**src/rtl/cr16_pkg.sv**
```systemverilog
// cr16_pkg: shared register-file sizes, clear-FSM state encoding and index/word types
package cr16_pkg;
  localparam int DATA_W = 16;
  localparam int NUM_REGS = 16;
  localparam int ADDR_W = $clog2(NUM_REGS);
  typedef enum logic {RF_IDLE = 1'b0, RF_CLEAR = 1'b1} rf_state_t;
  typedef logic [ADDR_W-1:0] reg_idx_t;
  typedef logic [DATA_W-1:0] word_t;
endpackage

```
**src/rtl/reg_file_16x16_if.sv**
```systemverilog
// reg_file_16x16_if: register-file bus (write, two reads, flat regs, clear request, busy, wr_drop); master drives, slave is the file
interface reg_file_16x16_if;
  import cr16_pkg::*;
  logic wr_en;
  reg_idx_t wr_addr;
  word_t wr_data;
  reg_idx_t rd_addr_a;
  reg_idx_t rd_addr_b;
  word_t rd_data_a;
  word_t rd_data_b;
  logic [NUM_REGS*DATA_W-1:0] regs_flat;
  logic clr_req;
  logic busy;
  logic wr_drop;
  modport master (
    output wr_en, wr_addr, wr_data, rd_addr_a, rd_addr_b, clr_req,
    input rd_data_a, rd_data_b, regs_flat, busy, wr_drop
  );
  modport slave (
    input wr_en, wr_addr, wr_data, rd_addr_a, rd_addr_b, clr_req,
    output rd_data_a, rd_data_b, regs_flat, busy, wr_drop
  );
endinterface

```
**src/rtl/rf_clear_seq.sv**
```systemverilog
// rf_clear_seq: clear FSM (in clk, reset_n, clr_req; out clr_we, clr_idx, busy) zeroing one register per cycle for NUM_REGS cycles
module rf_clear_seq
  import cr16_pkg::*;
(
  input  logic     clk,
  input  logic     reset_n,
  input  logic     clr_req,
  output logic     clr_we,
  output reg_idx_t clr_idx,
  output logic     busy
);
  rf_state_t state;
  always_ff @(posedge clk) begin
    if (!reset_n) begin
      state <= RF_IDLE;
      clr_idx <= '0;
      busy <= 1'b0;
    end else if (state == RF_IDLE) begin
      state <= clr_req ? RF_CLEAR : RF_IDLE;
      clr_idx <= '0;
      busy <= clr_req;
    end else begin
      state <= (clr_idx == reg_idx_t'(NUM_REGS-1)) ? RF_IDLE : RF_CLEAR;
      clr_idx <= clr_idx + reg_idx_t'(1);
      busy <= clr_idx != reg_idx_t'(NUM_REGS-1);
    end
  end
  assign clr_we = busy;
endmodule

```
**src/rtl/reg_file_16x16.sv**
```systemverilog
// reg_file_16x16: 16x16 register file (in clk, reset_n; bus slave: write, 2 bypassed registered reads, flat regs, clear engine, wr_drop)
module reg_file_16x16
  import cr16_pkg::*;
(
  input logic clk,
  input logic reset_n,
  reg_file_16x16_if.slave bus
);
  logic [NUM_REGS-1:0][DATA_W-1:0] regs;
  logic clr_we;
  reg_idx_t clr_idx;
  logic busy;
  logic wr_ok;
  rf_clear_seq u_clr (
    .clk(clk),
    .reset_n(reset_n),
    .clr_req(bus.clr_req),
    .clr_we(clr_we),
    .clr_idx(clr_idx),
    .busy(busy)
  );
  assign wr_ok = bus.wr_en && !busy && !bus.clr_req;
  always_ff @(posedge clk) begin
    for (int i = 0; i < NUM_REGS; i++)
      regs[i] <= (!reset_n || (clr_we && clr_idx == reg_idx_t'(i))) ? '0 :
                 (wr_ok && bus.wr_addr == reg_idx_t'(i)) ? bus.wr_data : regs[i];
    bus.rd_data_a <= !reset_n ? '0 : (wr_ok && bus.wr_addr == bus.rd_addr_a) ? bus.wr_data : regs[bus.rd_addr_a];
    bus.rd_data_b <= !reset_n ? '0 : (wr_ok && bus.wr_addr == bus.rd_addr_b) ? bus.wr_data : regs[bus.rd_addr_b];
    bus.wr_drop <= reset_n && bus.wr_en && (busy || bus.clr_req);
  end
  assign bus.regs_flat = regs;
  assign bus.busy = busy;
endmodule

```
**src/flat_wrapper.sv**
```systemverilog
// flat-port wrapper written by rule: the top's interface ports become plain ports
module reg_file_16x16_flat import cr16_pkg::*;
  (clk, reset_n, bus_wr_en, bus_wr_addr, bus_wr_data, bus_rd_addr_a, bus_rd_addr_b, bus_clr_req, bus_rd_data_a, bus_rd_data_b, bus_regs_flat, bus_busy, bus_wr_drop);
  reg_file_16x16_if bus_i ();
  input logic clk;
  input logic reset_n;
  input wire logic [$bits(bus_i.wr_en)-1:0] bus_wr_en;
  input wire logic [$bits(bus_i.wr_addr)-1:0] bus_wr_addr;
  input wire logic [$bits(bus_i.wr_data)-1:0] bus_wr_data;
  input wire logic [$bits(bus_i.rd_addr_a)-1:0] bus_rd_addr_a;
  input wire logic [$bits(bus_i.rd_addr_b)-1:0] bus_rd_addr_b;
  input wire logic [$bits(bus_i.clr_req)-1:0] bus_clr_req;
  output wire logic [$bits(bus_i.rd_data_a)-1:0] bus_rd_data_a;
  output wire logic [$bits(bus_i.rd_data_b)-1:0] bus_rd_data_b;
  output wire logic [$bits(bus_i.regs_flat)-1:0] bus_regs_flat;
  output wire logic [$bits(bus_i.busy)-1:0] bus_busy;
  output wire logic [$bits(bus_i.wr_drop)-1:0] bus_wr_drop;
  assign bus_i.wr_en = bus_wr_en;
  assign bus_i.wr_addr = bus_wr_addr;
  assign bus_i.wr_data = bus_wr_data;
  assign bus_i.rd_addr_a = bus_rd_addr_a;
  assign bus_i.rd_addr_b = bus_rd_addr_b;
  assign bus_i.clr_req = bus_clr_req;
  assign bus_rd_data_a = bus_i.rd_data_a;
  assign bus_rd_data_b = bus_i.rd_data_b;
  assign bus_regs_flat = bus_i.regs_flat;
  assign bus_busy = bus_i.busy;
  assign bus_wr_drop = bus_i.wr_drop;
  reg_file_16x16 u_core (.clk(clk), .reset_n(reset_n), .bus(bus_i));
endmodule
```
**config.mk**
```make
export PLATFORM = sky130hd
export DESIGN_NAME = reg_file_16x16_flat
export DESIGN_NICKNAME = d
export VERILOG_FILES = /design/src/rtl/cr16_pkg.sv /design/src/rtl/reg_file_16x16_if.sv /design/src/rtl/rf_clear_seq.sv /design/src/rtl/reg_file_16x16.sv /design/src/flat_wrapper.sv
export SDC_FILE = /design/constraint.sdc
export NUM_CORES = 1
export LEC_CHECK = 0
export CORE_ASPECT_RATIO = 0.5
export CORE_MARGIN = 4
export CORE_UTILIZATION = 40
export DETAILED_ROUTE_END_ITERATION = 16
export PLACE_DENSITY = 0.64
export REMOVE_ABC_BUFFERS = 1
export SYNTH_ARGS = -nofsm -noshare
export SYNTH_HDL_FRONTEND = slang
export SYNTH_HIERARCHICAL = 1
export SYNTH_SLANG_ARGS = --single-unit
```
**constraint.sdc**
```tcl
create_clock -name clk -period 2.2 [get_ports clk]
set_clock_uncertainty 0.1 [all_clocks]
set_input_delay 0.44 -clock clk [delete_from_list [all_inputs] [get_ports clk]]
set_output_delay 0.44 -clock clk [all_outputs]
set_load 0.01 [all_outputs]
```
==> qor.yml <==
fin_crit_ns: 2.16
cts_buffer_depth: 3
critPathBufInv: 1
swShare: 0.246
synth.distinct_cells: 38
root_buffer: "clkbuf_16"
path_cells: "clkdlybuf4s50_1"
route.met2.wl_mm: 27.0
end_kind: "output port"
start_util: 0.412
grt_pass1_vias: 12753
drv_slew: 0
cts_sinks: 294
drive_above_1_share: 0.208
ys_top_cells_by_count: "dfxtp_1, nor2_1, mux2i_1, mux4_2, clkbuf_1"
vias_per_cell: 5.92
required_ns: 1.66
fp.dieH_um: 142
areaGrowthSynthToFinish_pct: 41.0
p_switching_mw: 2.91
firstDrtPassIters: 5
min_path_type: "flip-flop to flip-flop"
drc: 0
pwr-share-comb: 0.095
postRouteAntennaNets: 0
cts_tree: "built"
diodes: 0
placed_cell_area_um2: 19300
power_density_nw_per_um2: 582
clk_pin_slew_ns: 0.06
syn_avg_cell_area_um2: 11.3
arrival_ns: 1.62
grt-ovfl-total: 0
yosysSeqAreaShare: 0.408
core_um2: 35000
clk_latency_ns: 0.57
fmax_mhz: 463
drtIter0Drc: 1166
totalWireLength_mm: 59.3
vdd_drop_max_uv: 436
gp_congestion: 0.965
dr_wl_met3_mm: 6.24
yosysMostFrequentCell: "dfxtp_1"
tightest_slew_ns: 0.613
synth-edff-count: 0
antenna_found_initial: 4
fin_crit_sh: 0.981
rsz0062_at_grt: "false"
pwr-share-seq: 0.456
cp-start-kind: "flip-flop"
fillCellCount: 2875
slew_headroom: 0.591
ys.flop_type: "dfxtp_1"
topRoutingLayerUsed: "met5"
cpPeakStageDelay_ns: 0.65
fin_hold_ws_ns: 0.438
routed-via-count: 12715
m1WireLength_mm: 23.9
ys_warn_count: 6
critical-path-slowest-cell: "clkdlybuf4s50_1"
synth_area_leaders: "dfxtp_1, mux4_2, mux2i_1, nor2_1, a22oi_1"
hold_violations: 0
grt_use_total: 0.290
synth_top_area_cell: "dfxtp_1"
clock_power_share: 0.449
maxCapViolCount: 0
synth_top_area_share: 0.408
wl_per_cell_um: 27.6
setup_viol: 0
pre_cts_slack_ns: -0.493
p_int_mw: 8.91
synth_cells: 1277
final_cell_area_um2: 20300
rrSetupSlack_ns: 0.05
die_area_um2: 39300
grt_first_pass_wirelength_mm: 86.7
num_rows: 48
outcome: "complete, no violations"
worst_slack_ns: 0.0423
p_leak_nw: 8.15
die_x_um: 276
synthArstFlopShare: 0
io-pin-count: 322
cts-buffers-inserted: 30
dpl.hpwl_mm: 42.0
crit_path_max_fanout: 4
h-tree-depth: 1
final_nets: 1686
grt_max_degree: 22
portBuffers: 321
setup_total_negative_slack_ns: 0
synth_seq_cells: 294
synth_area_um2: 14400
crit_family: "buffers and inverters"
crit_type: "flip-flop to output port"
cells by family after synthesis:
family | synth area share
buffers and inverters | 0.0420
AOI/OAI and AO/OA | 0.0624
and+or+nand+nor | 0.102
muxes | 0.379
DFF | 0.408
xor gates and xnor gates | 0.00547
adders and majority gates | 0.000868
power by group through the flow:
stage                     logic (mW)  registers, mW  clock network (mW)
final                           1.12           5.39                5.31
after global placement          1.07           5.51                   0
after global routing            1.15           5.39                5.58
after floorplan                0.318           5.52                   0
after detailed placement        1.09           5.51                   0
after CTS                       1.09           5.39                5.34
through the flow:
| stage | total power, mW | std cells | utilization |
|---|---|---|---|
| 6_report | 11.8 | 2149 | 0.580 |
| 5_1_grt | 12.1 | 2149 | 0.580 |
| 4_1_cts | 11.8 | 2148 | 0.579 |
| 3_5_place_dp | 6.60 | 2095 | 0.551 |
| 3_3_place_gp | 6.58 | 2095 | 0.551 |
| 2_1_floorplan | 5.83 | 1149 | - |
sequential cells by signal (all words and copies together) (netlist names):
register and count:
u_core/u_clr/busy 1, u_core/bus.rd_data_b 16, u_core/u_clr/clr_idx 4, u_core/bus.rd_data_a 16, u_core/bus.regs_flat 256, u_core/bus.wr_drop 1
path summary, 6_finish.rpt:
kind,startpoint,end,cells past startpoint
hold reg to reg,u_core/u_clr/clr_idx[0],u_core/u_clr/clr_idx[0],1
hold / removal,u_core/u_clr/clr_idx[0],u_core/u_clr/clr_idx[0],1
setup / recovery,u_core/bus.regs_flat[208],bus_regs_flat[208],1
setup reg to reg,u_core/u_clr/busy,u_core/bus.regs_flat[23],5
metal layers:
metal	GRT usage	up-vias
met5	0	-
met4	0.0961	6
met3	0.0931	128
met2	0.468	668
met1	0.375	6468
li1	-	5445
cell usage in the layout, fill, tap and decap left out, types with 2 or more instances in the layout:
master,Yosys,layout
o21ai_1,9,9
a22o_1,32,32
nor4_1,2,2
buf_4,5,115
xor2_1,8,8
a21boi_1,2,2
and2_1,2,2
nor3_4,3,6
nor2b_1,5,5
and3_1,2,2
mux4_2,128,128
nand2b_1,5,5
bufinv_16,0,3
nor2_1,261,261
nand3_1,5,5
nand2_1,38,38
nor4_4,2,2
o31ai_2,0,8
or3_1,7,7
buf_12,0,39
a22oi_1,64,64
mux2i_1,257,256
clkdlybuf4s50_1,0,316
clkbuf_1,67,8
clkbuf_16,0,32
clkbuf_8,0,5
dfxtp_1,294,294
clkinv_2,0,4
final cells by class:
class,instances,area [um2],area share
clock inverters,9,128,0.00628
well taps,475,594,0.0293
inverters,1,3.75,0.000185
flip-flops and latches,294,5890,0.290
repair buffers,472,4840,0.238
clock buffers,44,875,0.0431
multi-input cells,854,7990,0.393
timing repair:
action,in CTS,in global routing
setup endpoints to repair,1,36
pin swaps,0,2
buffers inserted,0,1
cloned,0,1
hold buffers,0,0
resized for setup,1,2
(Power assumes the default switching activity.)
